`src/rtl/stroke_painter.sv`:
```
// Brush rasteriser: takes a stroke header plus control points and issues one canvas
// write per pixel inside a filled circle. Define STROKE_DEDUP_EN to drop repeated points.
module stroke_painter #(
  parameter int IMG_W  = 640,
  parameter int IMG_H  = 480,
  parameter int ADDR_W = 19,
  parameter int MAX_R  = 8
) (
  input  logic              i_clk,
  input  logic              i_rst_n,
  input  logic              i_start,
  input  logic [3:0]        i_R,
  input  logic [23:0]       i_color,
  input  logic              i_pt_valid,
  input  logic [9:0]        i_x,
  input  logic [9:0]        i_y,
  input  logic              i_last,
  output logic              o_pt_ready,
  output logic              o_wr_req,
  output logic [ADDR_W-1:0] o_wr_addr,
  output logic [23:0]       o_wr_data,
  input  logic              i_wr_gnt,
  output logic              o_busy,
  output logic              o_done
);

  typedef enum logic [1:0] {IDLE, WAIT_PT, SCAN, DONE} state_t;

  localparam logic [3:0]         MAX_R4 = 4'(MAX_R);
  localparam logic signed [10:0] W_S    = 11'(IMG_W);
  localparam logic signed [10:0] H_S    = 11'(IMG_H);

  state_t              state_q, state_d;
  logic                pt_ready_q, pt_ready_d;
  logic                busy_q, busy_d;
  logic                done_q, done_d;
  logic                wr_req_q, wr_req_d;
  logic [ADDR_W-1:0]   wr_addr_q, wr_addr_d;
  logic [23:0]         wr_data_q, wr_data_d;

  logic [3:0]          r_q, r_d;
  logic [23:0]         color_q, color_d;
  logic [9:0]          x_q, x_d, y_q, y_d;
  logic                last_q, last_d;
  logic signed [10:0]  dx_q, dx_d, dy_q, dy_d;
  logic signed [10:0]  r_s;
  logic                load;

`ifdef STROKE_DEDUP_EN
  logic                have_prev_q, have_prev_d;
  logic [9:0]          prev_x_q, prev_x_d, prev_y_q, prev_y_d;
`endif

  function automatic logic in_brush(input logic [9:0] bx, input logic [9:0] by,
                                    input logic signed [10:0] dx, input logic signed [10:0] dy,
                                    input logic [3:0] r);
    logic signed [10:0] px, py;
    logic [3:0]         ax, ay;
    logic [7:0]         d2, r2;
    px = $signed({1'b0, bx}) + dx;
    py = $signed({1'b0, by}) + dy;
    ax = (dx < 0) ? 4'(-dx) : 4'(dx);
    ay = (dy < 0) ? 4'(-dy) : 4'(dy);
    d2 = ({4'b0, ax} * {4'b0, ax}) + ({4'b0, ay} * {4'b0, ay});
    r2 = {4'b0, r} * {4'b0, r};
    return (d2 <= r2) && (px >= 0) && (px < W_S) && (py >= 0) && (py < H_S);
  endfunction

  function automatic logic [ADDR_W-1:0] pix_addr(input logic [9:0] bx, input logic [9:0] by,
                                                 input logic signed [10:0] dx,
                                                 input logic signed [10:0] dy);
    logic signed [10:0] px, py;
    px = $signed({1'b0, bx}) + dx;
    py = $signed({1'b0, by}) + dy;
    return ADDR_W'(py[9:0]) * ADDR_W'(IMG_W) + ADDR_W'(px[9:0]);
  endfunction

  always_comb begin
    state_d   = state_q;
    r_d       = r_q;
    color_d   = color_q;
    x_d       = x_q;
    y_d       = y_q;
    last_d    = last_q;
    dx_d      = dx_q;
    dy_d      = dy_q;
    wr_req_d  = wr_req_q;
    wr_addr_d = wr_addr_q;
    wr_data_d = wr_data_q;
    load      = 1'b0;
    r_s       = $signed({7'b0, r_q});
`ifdef STROKE_DEDUP_EN
    have_prev_d = have_prev_q;
    prev_x_d    = prev_x_q;
    prev_y_d    = prev_y_q;
`endif
    case (state_q)
      IDLE: begin
        if (i_start) begin
          r_d     = (i_R > MAX_R4) ? MAX_R4 : i_R;
          color_d = i_color;
          state_d = WAIT_PT;
`ifdef STROKE_DEDUP_EN
          have_prev_d = 1'b0;
`endif
        end
      end
      WAIT_PT: begin
        if (i_pt_valid && pt_ready_q) begin
`ifdef STROKE_DEDUP_EN
          if (have_prev_q && (i_x == prev_x_q) && (i_y == prev_y_q)) begin
            state_d = i_last ? DONE : WAIT_PT;
          end else begin
            have_prev_d = 1'b1;
            prev_x_d    = i_x;
            prev_y_d    = i_y;
            x_d     = i_x;
            y_d     = i_y;
            last_d  = i_last;
            dx_d    = -r_s;
            dy_d    = -r_s;
            load    = 1'b1;
            state_d = SCAN;
          end
`else
          x_d     = i_x;
          y_d     = i_y;
          last_d  = i_last;
          dx_d    = -r_s;
          dy_d    = -r_s;
          load    = 1'b1;
          state_d = SCAN;
`endif
        end
      end
      SCAN: begin
        // A request holds its offset until granted; a skipped offset advances at once.
        if (!wr_req_q || i_wr_gnt) begin
          if ((dx_q == r_s) && (dy_q == r_s)) begin
            state_d   = last_q ? DONE : WAIT_PT;
            wr_req_d  = 1'b0;
            wr_addr_d = '0;
            wr_data_d = '0;
          end else if (dx_q == r_s) begin
            dx_d = -r_s;
            dy_d = dy_q + 11'sd1;
            load = 1'b1;
          end else begin
            dx_d = dx_q + 11'sd1;
            load = 1'b1;
          end
        end
      end
      DONE: state_d = IDLE;
      default: state_d = IDLE;
    endcase

    // Evaluate the offset being entered so the request is registered alongside it.
    if (load) begin
      wr_req_d  = in_brush(x_d, y_d, dx_d, dy_d, r_q);
      wr_addr_d = wr_req_d ? pix_addr(x_d, y_d, dx_d, dy_d) : '0;
      wr_data_d = wr_req_d ? color_q : '0;
    end

    pt_ready_d = (state_d == WAIT_PT);
    busy_d     = (state_d == WAIT_PT) || (state_d == SCAN);
    done_d     = (state_d == DONE);
  end

  always_ff @(posedge i_clk or negedge i_rst_n) begin
    if (!i_rst_n) begin
      state_q    <= IDLE;
      pt_ready_q <= 1'b0;
      busy_q     <= 1'b0;
      done_q     <= 1'b0;
      wr_req_q   <= 1'b0;
      wr_addr_q  <= '0;
      wr_data_q  <= '0;
    end else begin
      state_q    <= state_d;
      pt_ready_q <= pt_ready_d;
      busy_q     <= busy_d;
      done_q     <= done_d;
      wr_req_q   <= wr_req_d;
      wr_addr_q  <= wr_addr_d;
      wr_data_q  <= wr_data_d;
    end
  end

  always_ff @(posedge i_clk) begin
    r_q     <= r_d;
    color_q <= color_d;
    x_q     <= x_d;
    y_q     <= y_d;
    last_q  <= last_d;
    dx_q    <= dx_d;
    dy_q    <= dy_d;
  end

`ifdef STROKE_DEDUP_EN
  always_ff @(posedge i_clk or negedge i_rst_n) begin
    if (!i_rst_n) have_prev_q <= 1'b0;
    else          have_prev_q <= have_prev_d;
  end

  always_ff @(posedge i_clk) begin
    prev_x_q <= prev_x_d;
    prev_y_q <= prev_y_d;
  end
`endif

  assign o_pt_ready = pt_ready_q;
  assign o_busy     = busy_q;
  assign o_done     = done_q;
  assign o_wr_req   = wr_req_q;
  assign o_wr_addr  = wr_addr_q;
  assign o_wr_data  = wr_data_q;

endmodule
```
`config.mk`:
```
export PLATFORM = sky130hd
export DESIGN_NAME = stroke_painter
export DESIGN_NICKNAME = d
export VERILOG_FILES = /design/src/rtl/stroke_painter.sv
export SDC_FILE = /design/constraint.sdc
export NUM_CORES = 1
export LEC_CHECK = 0
export CELL_PAD_IN_SITES_DETAIL_PLACEMENT = 1
export CELL_PAD_IN_SITES_GLOBAL_PLACEMENT = 1
export CORE_ASPECT_RATIO = 0.9
export CORE_MARGIN = 2
export CORE_UTILIZATION = 44
export DETAILED_ROUTE_END_ITERATION = 16
export PLACE_DENSITY_LB_ADDON = 0.1
export SETUP_SLACK_MARGIN = 0.15
export SYNTH_ARGS = -nofsm -noshare
export SYNTH_HDL_FRONTEND = slang
export SYNTH_SLANG_ARGS = --single-unit
export TNS_END_PERCENT = 100
```
`constraint.sdc`:
```
create_clock -name i_clk -period 10 [get_ports i_clk]
set_clock_uncertainty 0.1 [all_clocks]
set_input_delay 1.5 -clock i_clk [delete_from_list [all_inputs] [get_ports i_clk]]
set_output_delay 1.5 -clock i_clk [all_outputs]
set_load 0.01 [all_outputs]
```
### Word level (Yosys, flattened, before mapping)

Cells that the tools add are included.

| operators by class | value |
|---|---|
| add/sub/neg operators | 9 |
| multipliers | 4 |
| $lt $le $gt $ge | 8 |
| equality and inequality tests | 8 |
| mux-type cells | 40 |
| reduce and logical (&&, ||, !) cells | 16 |

Operators with widths:

| kind | count |
|---|---|
| $mux W24 | 5 |
| $mux W19 | 5 |
| $mux W11 | 8 |
| $pmux W11 S2 | 2 |
| $mux W10 | 4 |
| $mul A4 B4 Y8 | 3 |
| $add A11 B11 Y11 | 2 |
| $add A11 B2 Y11 const B | 2 |
| $eq A11 B5 Y1 | 2 |
| $ge A11 B1 Y1 const B | 2 |
| $lt A11 B1 Y1 const B | 2 |
| $add A19 B10 Y19 | 1 |
| $mul A10 B3 Y12 const B | 1 |
| $lt A11 B10 Y1 const B | 1 |
| $lt A11 B11 Y1 const B | 1 |
| $neg A4 Y11 | 1 |
| $mux W2 | 5 |
| $add A8 B8 Y8 | 1 |
| $eq A2 B2 Y1 const B | 4 |
| $le A8 B8 Y1 | 1 |
| $mux W4 | 2 |
| $neg A4 Y4 | 2 |
| $pmux W2 S4 | 1 |
| $mux W1 | 7 |
| other kinds (10) | 20 |

| word-level totals | value |
|---|---|
| register bits | 120 |
| output and inout port bits | 47 |

### Logic depth before layout (Yosys ltp)

Gate-level depths: netlist (run 1).

| depth | value |
|---|---|
| word-level depth | 16 |
| depth in mapped cells | 34 |
| depth with buffers taken out | 32 |

### Worst setup path after synthesis (run 1)

Ideal clock, no wire load.

| timing | value |
|---|---|
| path type | in2reg |
| from | input port i_pt_valid |
| to | register wr_addr_q[0], in the netlist o_wr_addr[0] |
| library setup time | 65 ps |
| arrival | 8625 ps |
| setup slack | 1210 ps |
| cell stages on the path | 29 |
| path buffers | 2 |
| cells stage by stage | and2_1 > clkbuf_1 > mux2_2 > a31oi_1 > o211ai_1 > nor4_1 > or3_4 > nand3_1 > fa_1 > fa_1 > inv_1 > fa_1 > fa_1 > ha_1 > inv_1 > fa_1 > inv_1 > a21o_1 > a21oi_1 > xnor2_1 > xnor2_1 > ha_1 > nand4_1 > or4b_2 > a221o_1 > a41o_4 > nor4b_4 > buf_6 > a22o_1 |

| between the ends | value |
|---|---|
| word-level cells in the longest chain between the ends | 14 |
| elaborated cells between the ends (all ways) | 38 |

RTL lines:

| what | line | source |
|---|---|---|
| from (decl) | 14 | `input logic i_pt_valid,` |
| $logic_and A1 B1 Y1 * | 109 | `if (i_pt_valid && pt_ready_q) begin` |
| $mux W11 * | 109 |  |
| $pmux W11 S2 * | 97 | `case (state_q)` |
| via dy_d[1] | 45 | `logic signed [10:0] dx_q, dx_d, dy_q, dy_d;` |
| $lt A11 B1 Y1 or $neg A4 Y4 (tied branches) | 63 | `ay = (dy < 0) ? 4'(-dy) : 4'(dy);` |
| $mux W4 | 63 |  |
| $mul A4 B4 Y8 | 64 | `d2 = ({4'b0, ax} * {4'b0, ax}) + ({4'b0, ay} * {4'b0, ay});` |
| $add A8 B8 Y8 | 64 |  |
| $le A8 B8 Y1 | 66 | `return (d2 <= r2) && (px >= 0) && (px < W_S) && (py >= 0) && (py < H_S);` |
| $logic_and A1 B1 Y1 (3 in series) | 66 |  |
| $logic_and A1 B1 Y1 * | 66 |  |
| $mux W19 * | 161 | `wr_addr_d = wr_req_d ? pix_addr(x_d, y_d, dx_d, dy_d) : '0;` |
| $mux W19 * | 159 | `if (load) begin` |
| to (signal assigned) | 185 | `wr_addr_q <= wr_addr_d;` |
| to (decl) | 38 | `logic [ADDR_W-1:0] wr_addr_q, wr_addr_d;` |

The timed path passes the listed nets; every way through them passes the cells marked *.
A chain may end at the register's enable or synchronous reset.

### Worst setup path in the final report (run 1)

| timing | value |
|---|---|
| from | input port i_wr_gnt |
| to | register wr_addr_q[9], in the netlist o_wr_addr[9] |

| between the ends | value |
|---|---|
| word-level cells in the longest chain between the ends | 14 |
| elaborated cells between the ends (all ways) | 35 |

RTL lines:

| what | line | source |
|---|---|---|
| from (decl) | 22 | `input logic i_wr_gnt,` |
| $logic_or A1 B1 Y1 * | 138 | `if (!wr_req_q \|\| i_wr_gnt) begin` |
| $mux W11 * | 138 |  |
| $pmux W11 S2 * | 97 |  |
| via dx_d[0] | 45 |  |
| $lt A11 B1 Y1 or $neg A4 Y4 (tied branches) | 62 | `ax = (dx < 0) ? 4'(-dx) : 4'(dx);` |
| $mux W4 | 62 |  |
| $mul A4 B4 Y8 | 64 |  |
| $add A8 B8 Y8 | 64 |  |
| $le A8 B8 Y1 | 66 |  |
| $logic_and A1 B1 Y1 (4 in series) | 66 |  |
| $mux W19 * | 161 |  |
| $mux W19 * | 159 |  |

Marks and branches as above.

==> impl_metrics.yaml, run 1 <==
yosys:
  avgSynthCellArea_um2: 10.1
  seq_area_frac_synth_pct: 35.9
  async_flop_share_pct: 40.8
  syn_nets: 954
  ys_ff_latch: 120
  synthDominantCellAreaShare_pct: 15.0
  synth_top_area_cell: "dfrtp_1"
  netlist_area_um2: 8180
  synthTopCellsByArea: "dfrtp_1 15%, ha_1 12%, edfxtp_1 11%"
  syn_inst: 806
  yosys_warnings: 0
  yosysUniqueCellTypes: 96
  synth_edf_count: 29
  synth_flop_cell: "dfrtp_1"
timing:
  hold_violations: 0
  fin_ws_ns: 0.492
  setup_viol: 0
  max-slew-margin-rel_pct: 23.6
  min_period_ns: 9.51
  finalSetupTns_ns: 0
  fmax_mhz: 105
  tightest_slew_ns: 1.14
  drv_slew: 0
  rsz0062_at_grt: "false"
  layout_worst_path_cycle_share_pct: 95.1
routing:
  wirelength_um: 26000
  dr.pass1.iters: 5
  drtIter0Drc: 402
  routedWlPerCell_um: 22.2
  vias: 6920
  drc: 0
  routed_via_density: 5.91
  postRouteAntennaNets: 0
setup_path:
  cp_max_fo: 44
  slowest_stage: "or4b_2"
  critPathCaptureType: "flip-flop"
  worst-setup-path-type: "in -> reg"
  startpoint_type: "input pin"
  crit_required_ns: 10.26
  cpPeakStageDelay_ns: 0.67
  cp.arrival_ns: 9.77
clocking:
  clock-sinks: 120
  clk_latency_ns: 0.43
  ctsLongestPathBuffers: 2
  cts_hold_buf: 0
  numCtsBuffers: 17
  cts_tree: "done"
  path_clk_slew_ns: 0.06
  cts-htree-levels: 4
  cts-root-buf: "clkbuf_16"
floorplanning:
  num_rows: 47
  io-pin-count: 101
  initial_core_util_pct: 44.7
  die_h_um: 133
  coreArea_um2: 18300
  die_x_um: 148
  dieArea_um2: 19700
global_route:
  grt_remaining_overflow: 0
  antenna_found_initial: 0
  grt_pass1_wl_um: 42000
  grtUsageTotal_pct: 27.5
  grt_max_degree: 50
  grt_pass1_vias: 7491
finish:
  fin_util_pct: 55.3
  synthToLayoutAreaGrowth_pct: 23.6
  final_area_um2: 10100
  diodes: 0
  nNetsFinal: 1061
  layout-drive-gt1-share_pct: 12.7
placement:
  detailed_place_hpwl_um: 19400
  io_buffers: 100
  dp_slack_ns: -0.153
  gp_routability_congestion: 0.931
  dpl_cell_area_um2: 9480
hold_path:
  min_path_type: "reg -> reg"
job:
  drv_cap: 0
outcome:
  status: "completed"
[area by class of cell]
cell class,instances,area (µm²)
sequential,120,2940
inverter,58,218
timing repair buffer,123,1180
multi-input combinational,593,4840
fill,1997,8180
clock inverter,15,201
clock buffer,17,425
tap,245,307
[per-layer routing]
layer	wire [µm]	global-route usage [%]
met1	12100	37.7
met2	12100	43.5
met3	1300	6.16
met4	586	8.60
met5	0	0
[Yosys cell counts (6+ instances only)]
cell type / count
a21o_1: 20
a21oi_1: 44
a22o_1: 45
a31oi_1: 9
and2_1: 6
buf_2: 6
buf_6: 6
clkbuf_1: 17
dfrtp_1: 49
dfxtp_1: 42
edfxtp_1: 29
fa_1: 15
ha_1: 79
inv_1: 56
mux2_2: 21
nand2_1: 55
nand3_1: 12
nand4_1: 12
nor2_1: 41
nor2b_1: 9
nor3_1: 15
o21a_1: 9
o21ai_0: 27
xnor2_1: 32
xor2_1: 18
[final timing paths]
| check | endpoint | depth (start not counted) | startpoint | slack (ns) |
|---|---|---|---|---|
| max in group asynchronous | o_wr_addr[1]$_DFFE_PN0P_ | 2 | i_rst_n | 8.28 |
| worst min register to register | o_wr_data[3]$_DFFE_PN0P_ | 1 | color_q[3]$_DFFE_PP_ | 0.36 |
| worst max register to register | o_wr_addr[9]$_DFFE_PN0P_ | 32 | r_q[1]$_SDFFCE_PN0P_ | 0.68 |
| min in group asynchronous | o_wr_data[14]$_DFFE_PN0P_ | 2 | i_rst_n | 1.08 |
| worst min-delay path | o_wr_data[3]$_DFFE_PN0P_ | 1 | color_q[3]$_DFFE_PP_ | 0.36 |
| worst max-delay path | o_wr_addr[9]$_DFFE_PN0P_ | 33 | i_wr_gnt | 0.49 |
[sequential cells by signal, indices dropped and copies added, names as in the netlist, 2 cells and up]
signal,cells
o_wr_addr,19
y_q,10
color_q,24
o_wr_data,24
r_q,4
dx_q,11
dy_q,11
x_q,10
state_q,2
[logic make-up (layout without fill, tap and decap cells)]
logic type	after synthesis	count (layout)	synth area share, %
AO/OA/AOI/OAI	230	230	22.0
AND/OR/NAND/NOR	196	196	12.7
flip-flops	120	120	35.9
adder cells (fa/ha/maj)	94	94	15.8
buffers and inverters	93	213	5.09
XOR/XNOR	50	50	5.35
multiplexers	23	23	3.14
[metrics by stage]
stage          instances  hold slack, ns
2_1_floorplan        806           0.343
3_3_place_gp        1139           0.344
3_5_place_dp        1139           0.357
4_1_cts             1171           0.367
5_1_grt             1171           0.385
6_report            1171           0.364
[worst max-delay path, delay by kind of cell]
family / cells / cell delay (ns)
adders and majority gates: 8 / 3.23
and+or+nand+nor: 8 / 2.14
AOI/OAI and AO/OA: 7 / 1.24
buffers and inverters: 7 / 1.12
xor gates and xnor gates: 3 / 0.49
[cells in the final DEF (no fill, tap or decap), drive strengths merged, types with 5 or more instances in the layout]
cell | Yosys | routed
edfxtp | 29 | 29
inv | 57 | 66
a22o | 45 | 45
o211ai | 6 | 6
a21o | 22 | 22
a2111oi | 5 | 5
clkdlybuf4s50 | 0 | 99
nand3 | 12 | 12
nor2 | 43 | 43
xnor2 | 32 | 32
ha | 79 | 79
a21oi | 44 | 44
buf | 18 | 24
o21a | 9 | 9
and2 | 8 | 8
fa | 15 | 15
o21ai | 32 | 32
nor2b | 9 | 9
dfrtp | 49 | 49
nor3 | 16 | 16
nand2b | 5 | 5
nand2 | 55 | 55
dfxtp | 42 | 42
xor2 | 18 | 18
clkbuf | 17 | 17
a31oi | 9 | 9
or2 | 5 | 5
mux2 | 21 | 21
o21bai | 5 | 5
nand4 | 14 | 14
nor4 | 7 | 7
[timing repair]
action	in CTS	in global routing
resized for setup	1	2
cloned	0	0
endpoints found under the setup margin	1	44
buffers inserted	0	0
Power of run 1 is not shown: default switching activity piles up to over one toggle a cycle in this logic, so the estimate is an artifact.
==> run 2: changes to the inputs <==
--- a/config.mk
+++ b/config.mk
@@ -11,6 +11,7 @@
 export CORE_MARGIN = 2
 export CORE_UTILIZATION = 44
 export DETAILED_ROUTE_END_ITERATION = 16
+export HOLD_SLACK_MARGIN = 0.06
 export PLACE_DENSITY_LB_ADDON = 0.1
 export SETUP_SLACK_MARGIN = 0.15
 export SYNTH_ARGS = -nofsm -noshare
==> results of run 2 <==
Same layout as run 1: the final DEF is identical, and so are final timing and power.
Power of run 2 is left out for the same reason.
==> run 3: changes to the inputs <==
--- a/config.mk
+++ b/config.mk
@@ -5,6 +5,7 @@
 export SDC_FILE = /design/constraint.sdc
 export NUM_CORES = 1
 export LEC_CHECK = 0
+export ABC_AREA = 0
 export CELL_PAD_IN_SITES_DETAIL_PLACEMENT = 1
 export CELL_PAD_IN_SITES_GLOBAL_PLACEMENT = 1
 export CORE_ASPECT_RATIO = 0.9
==> results of run 3 <==
Same layout as run 1: the final DEF is identical, and so are final timing and power.
Power of run 3 is left out for the same reason.
